===== config.mk =====
export PLATFORM = sky130hd
export DESIGN_NAME = vga_frame_scheduler_flat
export DESIGN_NICKNAME = d
export VERILOG_FILES = /design/src/rtl/vga_pkg.sv /design/src/rtl/vga_frame_scheduler_if.sv /design/src/rtl/vga_frame_tick.sv /design/src/rtl/vga_frame_scheduler.sv /design/src/flat_wrapper.sv
export SDC_FILE = /design/constraint.sdc
export NUM_CORES = 1
export LEC_CHECK = 0
export CAP_MARGIN = 20
export CELL_PAD_IN_SITES_DETAIL_PLACEMENT = 2
export CELL_PAD_IN_SITES_GLOBAL_PLACEMENT = 2
export CORE_AREA = 5 5 321 323
export CTS_BUF_LIST = sky130_fd_sc_hd__clkbuf_2 sky130_fd_sc_hd__clkbuf_4 sky130_fd_sc_hd__clkbuf_8
export CTS_CLUSTER_DIAMETER = 150
export DETAILED_ROUTE_END_ITERATION = 7
export DIE_AREA = 0 0 326 328
export PLACE_DENSITY_LB_ADDON = 0.1
export SYNTH_ARGS = -nofsm -noshare
export SYNTH_HDL_FRONTEND = slang
export SYNTH_HIERARCHICAL = 1
export SYNTH_SLANG_ARGS = --single-unit

===== constraint.sdc =====
create_clock -name clka -period 3 [get_ports clka]
set_clock_uncertainty 0.1 [all_clocks]
set_input_delay 0.3 -clock clka [delete_from_list [all_inputs] [get_ports clka]]
set_output_delay 0.3 -clock clka [all_outputs]
set_load 0.05 [all_outputs]

===== src/rtl/vga_pkg.sv =====
// Shared VGA constants, game state codes and the update scheduler's state encoding.
package vga_pkg;

    localparam int unsigned H_ACTIVE = 640;
    localparam int unsigned V_ACTIVE = 480;
    localparam int unsigned CELLS    = 81;
    localparam int unsigned CELL_W   = 4;
    localparam int unsigned BOARD_W  = CELLS * CELL_W;

    typedef enum logic [1:0] {
        SMENU = 2'd0,
        SGAME = 2'd1,
        SOVER = 2'd2
    } game_state_e;

    typedef enum logic [1:0] {
        S_IDLE = 2'd0,
        S_PEND = 2'd1,
        S_FADE = 2'd2
    } sched_state_e;

endpackage


===== src/rtl/vga_frame_scheduler_if.sv =====
// Update request bus between the game FSM (master) and the frame scheduler (slave).
interface vga_frame_scheduler_if;
    import vga_pkg::*;

    logic [1:0]         state_in;
    logic [BOARD_W-1:0] board_in;
    logic [CELLS-1:0]   board_blank_in;
    logic               update_req;
    logic               update_ack;

    modport master (
        output state_in,
        output board_in,
        output board_blank_in,
        output update_req,
        input  update_ack
    );

    modport slave (
        input  state_in,
        input  board_in,
        input  board_blank_in,
        input  update_req,
        output update_ack
    );

endinterface


===== src/rtl/vga_frame_tick.sv =====
// Vertical-blank rising-edge detector producing a one-cycle frame tick and a wrapping frame count.
module vga_frame_tick
    import vga_pkg::*;
(
    input  logic       clka,
    input  logic       rst,
    input  logic [9:0] v_cnt_i,
    output logic       frame_tick_o,
    output logic [7:0] frame_cnt_o
);

    logic       vb;
    logic       vb_q;
    logic [7:0] frame_cnt_q;

    assign vb           = (v_cnt_i >= 10'(V_ACTIVE));
    assign frame_tick_o = vb & ~vb_q;
    assign frame_cnt_o  = frame_cnt_q;

    // vb_q resets high so a reset held inside vblank does not produce a spurious tick.
    always_ff @(posedge clka) begin
        if (rst) begin
            vb_q        <= 1'b1;
            frame_cnt_q <= '0;
        end else begin
            vb_q <= vb;
            if (frame_tick_o) begin
                frame_cnt_q <= frame_cnt_q + 8'd1;
            end
        end
    end

endmodule


===== src/rtl/vga_frame_scheduler.sv =====
// Commits game updates to the display copies only at vblank start, with a fade-to-black on
// state changes and a frame-locked blink phase.
module vga_frame_scheduler
    import vga_pkg::*;
#(
    parameter int unsigned FADE_FRAMES  = 8,
    parameter int unsigned BLINK_FRAMES = 30
) (
    input  logic                  clka,
    input  logic                  rst,
    input  logic [9:0]            v_cnt,
    vga_frame_scheduler_if.slave  upd,
    output logic [1:0]            state_disp,
    output logic [BOARD_W-1:0]    board_disp,
    output logic [CELLS-1:0]      board_blank_disp,
    output logic                  blank_screen,
    output logic                  blink,
    output logic [7:0]            frame_cnt
);

    logic               frame_tick;
    sched_state_e       state_q;
    logic [7:0]         fade_cnt_q;
    logic [7:0]         blink_cnt_q;
    logic               blink_q;
    logic               blank_screen_q;
    logic               ack_q;
    logic [1:0]         state_disp_q;
    logic [BOARD_W-1:0] board_disp_q;
    logic [CELLS-1:0]   board_blank_disp_q;

    vga_frame_tick u_tick (
        .clka         (clka),
        .rst          (rst),
        .v_cnt_i      (v_cnt),
        .frame_tick_o (frame_tick),
        .frame_cnt_o  (frame_cnt)
    );

    always_ff @(posedge clka) begin
        if (rst) begin
            blink_cnt_q <= '0;
            blink_q     <= 1'b0;
        end else if (frame_tick) begin
            if (blink_cnt_q == 8'(BLINK_FRAMES - 1)) begin
                blink_cnt_q <= '0;
                blink_q     <= ~blink_q;
            end else begin
                blink_cnt_q <= blink_cnt_q + 8'd1;
            end
        end
    end

    always_ff @(posedge clka) begin
        if (rst) begin
            state_q            <= S_IDLE;
            fade_cnt_q         <= '0;
            blank_screen_q     <= 1'b0;
            ack_q              <= 1'b0;
            state_disp_q       <= SMENU;
            board_disp_q       <= '0;
            board_blank_disp_q <= '1;
        end else begin
            ack_q <= 1'b0;
            unique case (state_q)
                // A request still high during the ack cycle is the one just served.
                S_IDLE: begin
                    if (upd.update_req && !ack_q) begin
                        state_q <= S_PEND;
                    end
                end
                S_PEND: begin
                    if (frame_tick) begin
                        state_disp_q       <= upd.state_in;
                        board_disp_q       <= upd.board_in;
                        board_blank_disp_q <= upd.board_blank_in;
                        ack_q              <= 1'b1;
                        if (upd.state_in != state_disp_q) begin
                            fade_cnt_q     <= 8'(FADE_FRAMES - 1);
                            blank_screen_q <= 1'b1;
                            state_q        <= S_FADE;
                        end else begin
                            state_q <= S_IDLE;
                        end
                    end
                end
                S_FADE: begin
                    if (frame_tick) begin
                        if (fade_cnt_q == '0) begin
                            blank_screen_q <= 1'b0;
                            state_q        <= S_IDLE;
                        end else begin
                            fade_cnt_q <= fade_cnt_q - 8'd1;
                        end
                    end
                end
                default: state_q <= S_IDLE;
            endcase
        end
    end

    assign upd.update_ack   = ack_q;
    assign state_disp       = state_disp_q;
    assign board_disp       = board_disp_q;
    assign board_blank_disp = board_blank_disp_q;
    assign blank_screen     = blank_screen_q;
    assign blink            = blink_q;

endmodule


===== src/flat_wrapper.sv =====
// flat-port wrapper written by rule: the top's interface ports become plain ports
module vga_frame_scheduler_flat import vga_pkg::*;
#(
    parameter int unsigned FADE_FRAMES  = 8,
    parameter int unsigned BLINK_FRAMES = 30
)
  (clka, rst, v_cnt, state_disp, board_disp, board_blank_disp, blank_screen, blink, frame_cnt, upd_state_in, upd_board_in, upd_board_blank_in, upd_update_req, upd_update_ack);
  vga_frame_scheduler_if upd_i ();
  input  logic clka;
  input  logic rst;
  input  logic [9:0] v_cnt;
  output logic [1:0] state_disp;
  output logic [BOARD_W-1:0] board_disp;
  output logic [CELLS-1:0] board_blank_disp;
  output logic blank_screen;
  output logic blink;
  output logic [7:0] frame_cnt;
  input wire logic [$bits(upd_i.state_in)-1:0] upd_state_in;
  input wire logic [$bits(upd_i.board_in)-1:0] upd_board_in;
  input wire logic [$bits(upd_i.board_blank_in)-1:0] upd_board_blank_in;
  input wire logic [$bits(upd_i.update_req)-1:0] upd_update_req;
  output wire logic [$bits(upd_i.update_ack)-1:0] upd_update_ack;
  assign upd_i.state_in = upd_state_in;
  assign upd_i.board_in = upd_board_in;
  assign upd_i.board_blank_in = upd_board_blank_in;
  assign upd_i.update_req = upd_update_req;
  assign upd_update_ack = upd_i.update_ack;
  vga_frame_scheduler #(.FADE_FRAMES(FADE_FRAMES), .BLINK_FRAMES(BLINK_FRAMES)) u_core (.clka(clka), .rst(rst), .v_cnt(v_cnt), .upd(upd_i), .state_disp(state_disp), .board_disp(board_disp), .board_blank_disp(board_blank_disp), .blank_screen(blank_screen), .blink(blink), .frame_cnt(frame_cnt));
endmodule

# Word level (Yosys, flattened, before mapping)
# Cells that the tools add are included.
[word_totals] ff_bits=437 latch_bits=0 mem_bits_rw=0 mem_bits_ro=0 in_bits=420 output_inout_bits=418 elab_cells=58 memories=0
[op_classes] n_addsub=3 multipliers=0 div_mod_pow=0 n_lt_le_gt_ge=1 eq_ne=10 n_shift=0 muxes=18 n_bitwise=4 n_reduce_logical=11
[op_table] operator="2-to-1 mux 8 bit" n=5
[op_table] operator="adder 8 x 1 -> 8 bit (second input constant)" n=2
[op_table] operator="one-hot mux 8 bit (2 select lines)" n=1
[op_table] operator=">= comparator 10 x 9 -> 1 bit (second input constant)" n=1
[op_table] operator="2-to-1 mux 2 bit" n=5
[op_table] operator="!= test 2 x 1 -> 1 bit (second input constant)" n=5
[op_table] operator="AND reduction 5 bit" n=2
[op_table] operator="== test 8 x 5 -> 1 bit (second input constant)" n=1
[op_table] operator="logical NOT 8 bit" n=1
[op_table] operator="subtractor 8 x 1 -> 8 bit (second input constant)" n=1
[op_table] operator="one-hot mux 2 bit (3 select lines)" n=1
[op_table] operator="2-to-1 mux 1 bit" n=5
[op_table] operator="AND reduction 2 bit" n=2
[op_table] operator="AND reduction 4 bit" n=1
[op_table] operator="NOT 1 bit" n=3
[op_table] operator="== test 2 x 1 -> 1 bit (second input constant)" n=1
[op_table] operator="== test 2 bit (second input constant)" n=1
[op_table] operator="logical NOT 2 bit" n=1
[op_table] operator="!= test 2 bit" n=1
[op_table] operator="!= test 2 bit (second input constant)" n=1
[op_table] operator="one-hot mux 1 bit (2 select lines)" n=1
[op_table] operator="nonzero test 2 bit" n=1
[op_table] operator="OR reduction 2 bit" n=1
[op_table] operator="bitwise AND 1 bit" n=1
[op_table] operator="other kinds (2)" n=2

# Longest topological paths before layout
# Gate-level depths: netlist of the first run.
[depth] ltp_word=4 mapped_depth=10

# By module
# The synthesis of the first run kept the hierarchy.
[by_module_without_submodules] mod="vga_frame_scheduler" instances=1 cells_per_inst=1889 area_each_um2=14858.0 seq_area_each_um2=8568.2
[by_module_without_submodules] mod="vga_frame_tick" instances=1 cells_per_inst=50 area_each_um2=444.2 seq_area_each_um2=180.2

# Least setup slack after synthesis of the first run
# Ideal clock, no wire load.
[synth_timing] kind="input to register" from="input port v_cnt[5]" to="register u_core.board_disp_q[291] (netlist: u_core/board_disp[291])" setup_time_ns=0.070 arrival_time_ns=1.819 t_required_ns=2.830 path_slack_ns=1.010 cell_stages=9 cell_sequence="a41oi_2 -> buf_2 -> nor2_1 -> nand3b_1 -> buf_2 -> buf_2 -> buf_1 -> nand2_1 -> a21oi_1"
[synth_via] elab_chain_cells=3
[synth_rtl] element="start, declared" line="flat_wrapper.sv:11" source="input logic [9:0] v_cnt;"
[synth_rtl] element=">= comparator 10 x 9 -> 1 bit" line="vga_frame_tick.sv:16" source="assign vb = (v_cnt_i >= 10'(V_ACTIVE));"
[synth_rtl] element="bitwise AND 1 bit" line="vga_frame_tick.sv:17" source="assign frame_tick_o = vb & ~vb_q;"
[synth_rtl] element="net u_core.frame_tick" line="vga_frame_scheduler.sv:21" source="logic frame_tick;"
[synth_rtl] element="AND reduction 2 bit (no source line)"
[synth_rtl] element="end signal, assigned" line="vga_frame_scheduler.sv:75" source="board_disp_q <= upd.board_in;"
[synth_rtl] element="end, declared" line="vga_frame_scheduler.sv:29" source="logic [BOARD_W-1:0] board_disp_q;"
# The timed path passes the listed nets, and every way through them passes these cells.
# A chain may end at the register's enable or synchronous reset.

# Worst setup path in the final report of the first run
[layout_timing] from="register u_core.u_tick.frame_cnt_q[2] (netlist: u_core/u_tick/frame_cnt_o[2])" to="output port frame_cnt[2]"
[layout_lines] element="start, declared" line="vga_frame_tick.sv:14" source="logic [7:0] frame_cnt_q;"
[layout_lines] element="start signal, assigned" line="vga_frame_tick.sv:28" source="frame_cnt_q <= frame_cnt_q + 8'd1;"
[layout_lines] element="end, declared" line="flat_wrapper.sv:17" source="output logic [7:0] frame_cnt;"
# No word-level cell between the ends.

==> results of run 1 <==
## layer usage
layer,GRT usage,share of wire
met5,0,0.00054
met4,0.0740,0.050
met3,0.0602,0.075
met2,0.300,0.52
met1,0.156,0.35
## logic make-up (layout without fill, tap and decap cells)
group           after synthesis  after routing  synth area share
compound gates              368            368             0.124
xor+xnor                     10             10           0.00572
fa+ha+maj                     5              5           0.00409
buf+inv                     151           1442            0.0409
flops                       437            437             0.572
mux                           1              1          0.000736
other cells                   0             11                 0
simple gates                967            967             0.253
## cell usage after synthesis (3+ instances only)
library cell / count / share of area
a21oi_1: 347 / 0.11
buf_1: 10 / 0.0025
buf_2: 47 / 0.015
clkbuf_1: 86 / 0.021
dfxtp_1: 437 / 0.57
ha_1: 5 / 0.0041
inv_1: 7 / 0.0017
nand2_1: 827 / 0.20
nand3_1: 89 / 0.029
nand4_1: 4 / 0.0016
nor2_1: 13 / 0.0032
nor3_1: 5 / 0.0016
o21a_1: 3 / 0.0015
o21ai_0: 6 / 0.0020
o31ai_1: 5 / 0.0025
or4_1: 7 / 0.0034
xor2_1: 9 / 0.0052
## cells in the final DEF, fill, tap and decap left out, drive strengths merged, types with 4 or more instances in the layout
| master | count |
|---|---|
| o21ai | 6 |
| inv | 9 |
| nand3 | 89 |
| dfxtp | 437 |
| xor2 | 9 |
| nor2 | 13 |
| ha | 5 |
| nor3 | 5 |
| buf | 49 |
| or4 | 7 |
| nand2 | 827 |
| dlygate4sd3 | 394 |
| nand4 | 4 |
| o31ai | 5 |
| diode | 11 |
| clkbuf | 154 |
| clkdlybuf4s50 | 831 |
| a21oi | 347 |
## path summary, 6_finish.rpt
path,cells past startpoint,end,slack (ns),startpoint
min,3,u_core/board_disp[43]$_SDFFE_PP0P_,0.09,upd_board_in[43]
max reg2reg,6,u_core/fade_cnt_q[3]$_SDFFE_PP0P_,0.73,u_core/u_tick/vb_q$_SDFF_PP1_
max,1,frame_cnt[2],0.50,u_core/u_tick/frame_cnt_o[2]$_SDFFE_PP0P_
min reg2reg,2,u_core/board_disp[77]$_SDFFE_PP0P_,0.35,u_core/board_disp[77]$_SDFFE_PP0P_
## area by class of cell
| cell class | count | area [um^2] |
|---|---|---|
| tap | 1298 | 1620 |
| clock buffer | 154 | 1840 |
| sequential | 437 | 8750 |
| multi-input combinational | 1351 | 5930 |
| fill | 11100 | 68400 |
| antenna | 11 | 27.5 |
| timing repair buffer | 1274 | 12900 |
| inverter | 8 | 30.0 |
| clock inverter | 6 | 41.3 |
## power groups by stage
stage	Sequential, mW	Combinational, mW	Clock [mW]
2_1_floorplan	6.44	0.291	0
3_3_place_gp	6.09	1.56	0
3_5_place_dp	6.10	1.57	0
6_report	5.98	2.01	6.64
4_1_cts	5.98	2.05	7.02
5_1_grt	5.99	2.14	7.25
## registers in the layout, indices dropped and copies added, names as in the netlist
signal                     count
u_core/state_disp              2
u_core/board_disp            324
u_core/blink                   1
u_core/u_tick/vb_q             1
u_core/state_q                 2
u_core/blink_cnt_q             8
u_core/board_blank_disp       81
u_core/blank_screen            1
u_core/upd.update_ack          1
u_core/u_tick/frame_cnt_o      8
u_core/fade_cnt_q              8
## stage by stage
stage | power, mW | utilization
5_1_grt | 15.4 | 0.313
3_5_place_dp | 7.67 | 0.254
6_report | 14.6 | 0.313
4_1_cts | 15.0 | 0.312
2_1_floorplan | 6.73 | -
3_3_place_gp | 7.65 | 0.254
## worst register-to-register path: cells and delay by family (launching register included)
family	cells	cell delay (ns)
simple gates	3	0.66
compound gates	2	0.66
flops	1	0.57
buf+inv	1	0.20
==> flow_summary.json, run 1 <==
{
  "clk_pin_slew_worst_paths_ns": 0.06,
  "ys_warn_count": 6,
  "dp.cells": 3974,
  "p_seq_frac": 0.409,
  "report.final.slew_viol_count": 0,
  "period_share": 0.834,
  "cts-buffers-inserted": 93,
  "drive_gt1_frac": 0.0669,
  "synthesis.nets": 2364,
  "setup_viol": 0,
  "syn_inst": 1939,
  "viasPerCell": 4.05,
  "antenna_left": 0,
  "grt_pass1_wl_mm": 132,
  "first_iter_violations": 411,
  "synth_seq_area_share": 0.572,
  "dieArea_mm2": 0.107,
  "crit_type": "reg2out",
  "slew_headroom": 0.404,
  "drt-wirelength-per-cell_um": 19.6,
  "grt_start_max_net_pins": 92,
  "slowest_stage": "clkdlybuf4s50_1",
  "fin_cells": 4539,
  "die_w_um": 326,
  "firstDrtPassIters": 4,
  "p_comb_frac": 0.138,
  "syn_area_mm2": 0.0153,
  "root_buffer": "clkbuf_8",
  "drc": 0,
  "fin_crit_ns": 2.50,
  "internal-power_mw": 10.8,
  "worst_pin_slew_ns": 0.885,
  "synth_ff_type": "dfxtp_1",
  "clockBufferDepth": 3,
  "path_cells": "clkdlybuf4s50_1",
  "power_density_mw_per_mm2": 470,
  "worstSetupEndpointType": "output pin",
  "insertion_delay_ns": 0.71,
  "vias": 18400,
  "hold_path_class": "in2reg",
  "cp.required_ns": 2.60,
  "h-tree-depth": 3,
  "die_y_um": 328,
  "crit_family": "buffers and inverters",
  "postCtsSetupBuffers": 0,
  "cts_sinks": 437,
  "globalRouteOverflowTotal": 0,
  "p_leak_nw": 11.2,
  "status": "completed",
  "synthArstFlopShare": 0,
  "placed_area_mm2": 0.0253,
  "fin_area_mm2": 0.0311,
  "place_ws_ns": 0.177,
  "cp_max_fo": 8,
  "setup_ws_ns": 0.497,
  "post_cts_resize_count": 0,
  "hpwlAfterDp_mm": 64.9,
  "max_clock_freq_mhz": 400,
  "hold_viol": 0,
  "antenna_found_initial": 14,
  "rsz0062_at_grt": "false",
  "nets": 3590,
  "cts_hold_buf": 394,
  "grt.total_usage": 0.160,
  "area_growth_pct": 103,
  "switching_share": 0.261,
  "avgSynthCellArea_um2": 7.89,
  "ys_ff_latch": 437,
  "clkPwrFrac": 0.454,
  "cp-start-kind": "flop",
  "cts_tree": "built",
  "initial_core_util": 0.154,
  "p_switching_mw": 3.82,
  "setup-tns-final_ns": 0,
  "routed_wl_mm": 88.8,
  "whs_ns": 0.0905,
  "cap_violations": 0,
  "ys_types": 39,
  "core-area_mm2": 0.0996,
  "slowest_delay_ns": 0.91,
  "path_buf_inv": 1,
  "place.gp.congestion": 0.758,
  "cp.arrival_ns": 2.10,
  "ios": 838,
  "grt_pass1_vias": 21000,
  "rows": 116,
  "synth_edf_count": 0,
  "port_buffers": 832,
  "peakVddDrop_v": 0.000309
}
Note: power is estimated with default switching activity, not from simulation.
==> run 2: changes to the inputs <==
Settings changed: CORE_AREA 5 5 321 323 to 5 5 319 321, DIE_AREA 0 0 326 328 to 0 0 324 326.
Clock period 3 ns to 2.4 ns, I/O delays scaled along.
==> run 2 against run 1 <==
Net effect:
- sequential power up 25%
- design area up 1.4%
- worst setup slack worse by 0.37 ns
- first-iteration DRC count up 21%
- wire length up 1.7%
- register-to-register slack worse by 0.37 ns
- global-route usage up 0.48 points
- clock-buffer cell count down 3
- combinational power up 28%
- die area down 1.2%
- power up 26%
==> flow_summary.json, run 2 (same netlist as run 1, synthesis figures left out) <==
{
  "h-tree-depth": 3,
  "layout_common_cells": "827 x nand2_1, 777 x clkdlybuf4s50_1, 437 x dfxtp_1",
  "status": "completed",
  "setup_ws_ns": 0.129,
  "antenna_left": 0,
  "slowest_stage": "clkdlybuf4s50_1",
  "layout_commonest_cell": "nand2_1",
  "cts-buffers-inserted": 93,
  "clkPwrFrac": 0.456,
  "slew_headroom": 0.544,
  "seq_area_mm2": 0.00875,
  "die_y_um": 326,
  "cap_violations": 0,
  "fillers": 11100,
  "firstDrtPassIters": 4,
  "power_density_mw_per_mm2": 584,
  "crit_type": "reg2out",
  "period_share": 0.946,
  "fin_crit_ns": 2.27,
  "internal-power_mw": 13.6,
  "drive_gt1_frac": 0.0729,
  "cts_sinks": 437,
  "core-area_mm2": 0.0990,
  "grt.total_usage": 0.165,
  "report.final.slew_viol_count": 0,
  "rows": 116,
  "hold_path_class": "in2reg",
  "initial_core_util": 0.155,
  "path_buf_inv": 1,
  "setup_viol": 0,
  "die_w_um": 324,
  "path_cells": "clkdlybuf4s50_1",
  "root_buffer": "clkbuf_8",
  "cp_max_fo": 2,
  "cp.arrival_ns": 1.93,
  "nets": 3625,
  "routed_wl_mm": 90.3,
  "antenna_found_initial": 10,
  "grt_start_max_net_pins": 98,
  "clockBufferDepth": 3,
  "grt_pass1_vias": 20800,
  "p_seq_frac": 0.405,
  "peakVddDrop_v": 0.000295,
  "port_buffers": 832,
  "ios": 838,
  "place.gp.congestion": 0.755,
  "hpwlAfterDp_mm": 66.3,
  "drt-wirelength-per-cell_um": 19.8,
  "worstSetupEndpointType": "output pin",
  "worst_pin_slew_ns": 0.686,
  "hold_viol": 0,
  "p_switching_mw": 4.83,
  "p_comb_frac": 0.139,
  "dieArea_mm2": 0.106,
  "largest_reg_flops": 324,
  "cp.required_ns": 2.06,
  "insertion_delay_ns": 0.70,
  "drc": 0,
  "first_iter_violations": 499,
  "p_leak_nw": 11.8,
  "globalRouteOverflowTotal": 0,
  "slowest_delay_ns": 0.91,
  "max_clock_freq_mhz": 440,
  "clk_pin_slew_worst_paths_ns": 0.06,
  "vias": 18400,
  "multi_input_area_mm2": 0.00593,
  "area_growth_pct": 106,
  "switching_share": 0.262,
  "whs_ns": 0.129,
  "cp-start-kind": "flop",
  "grt_pass1_wl_mm": 133,
  "cts_tree": "built",
  "crit_family": "buffers and inverters",
  "viasPerCell": 4.03,
  "place_ws_ns": -0.0490
}
-- run 2: cell count changes in the layout (fill, tap and decap cells not counted), sizes merged --
cell           previous run  this run
buf                      49        72
clkinvlp                  3         0
clkdlybuf4s50           831       777
clkbuf                  154       151
clkinv                    2         5
dlygate4sd3             394       407
inv                       9        11
dlymetal6s2s              0         6
dlygate4sd2               0        47
diode                    11         7
-- run 2: layout make-up --
class | count | area share
timing repair buffer | 1309 | 0.422
antenna | 7 | 0.000555
clock inverter | 8 | 0.00162
multi-input combinational | 1351 | 0.188
clock buffer | 151 | 0.0589
sequential | 437 | 0.277
inverter | 8 | 0.000951
tap | 1298 | 0.0514
-- run 2: stage by stage --
stage	instance area, um^2	TNS (ns)	util	power [mW]	cells
after floorplan	15300	0	-	8.41	1939
after global placement	25600	0	0.259	9.60	3996
after detailed placement	25600	-0.154	0.259	9.63	3996
after CTS	31500	0	0.319	19.0	4562
after global routing	31600	-0.0000904	0.319	19.4	4569
final	31600	0	0.319	18.5	4569
-- run 2: layer usage --
| layer | wire length (um) | share of wire | up-vias | GRT usage |
|---|---|---|---|---|
| li1 | - | - | 8807 | - |
| met1 | 31700 | 0.35 | 8912 | 0.160 |
| met2 | 48800 | 0.54 | 526 | 0.317 |
| met3 | 6240 | 0.069 | 167 | 0.0558 |
| met4 | 3600 | 0.040 | 8 | 0.0646 |
| met5 | 52 | 0.00058 | - | 0 |
-- run 2: final timing paths --
path	cells past startpoint	from	slack (ns)	endpoint
worst max-delay path	1	u_core/board_disp[82]$_SDFFE_PP0P_	0.13	board_disp[82]
worst min register to register	2	u_core/board_disp[156]$_SDFFE_PP0P_	0.35	u_core/board_disp[156]$_SDFFE_PP0P_
worst min-delay path	3	upd_board_in[58]	0.13	u_core/board_disp[58]$_SDFFE_PP0P_
worst max register to register	7	u_core/u_tick/vb_q$_SDFF_PP1_	0.36	u_core/fade_cnt_q[3]$_SDFFE_PP0P_
-- run 2: timing repair --
action | CTS | global route
pin swaps | 0 | 0
endpoints found under the setup margin | 47 | 6
resized for setup | 47 | 6
setup buffers | 0 | 0
hold endpoints to repair | 427 | 0
hold buffers | 407 | 0
-- run 2: tightest hold or removal path, delay by kind of cell --
family / cells / cell delay [ns]
AND/OR/NAND/NOR: 1 / 0.15
AO/OA/AOI/OAI: 1 / 0.08
buffers and inverters: 1 / 0.41
-- run 2: power groups by stage --
stage / Clock [mW] / Combinational [mW] / Sequential, mW
2_1_floorplan: 0 / 0.364 / 8.05
5_1_grt: 9.22 / 2.72 / 7.49
4_1_cts: 8.90 / 2.61 / 7.47
6_report: 8.41 / 2.57 / 7.47
3_5_place_dp: 0 / 2.00 / 7.63
3_3_place_gp: 0 / 1.98 / 7.62
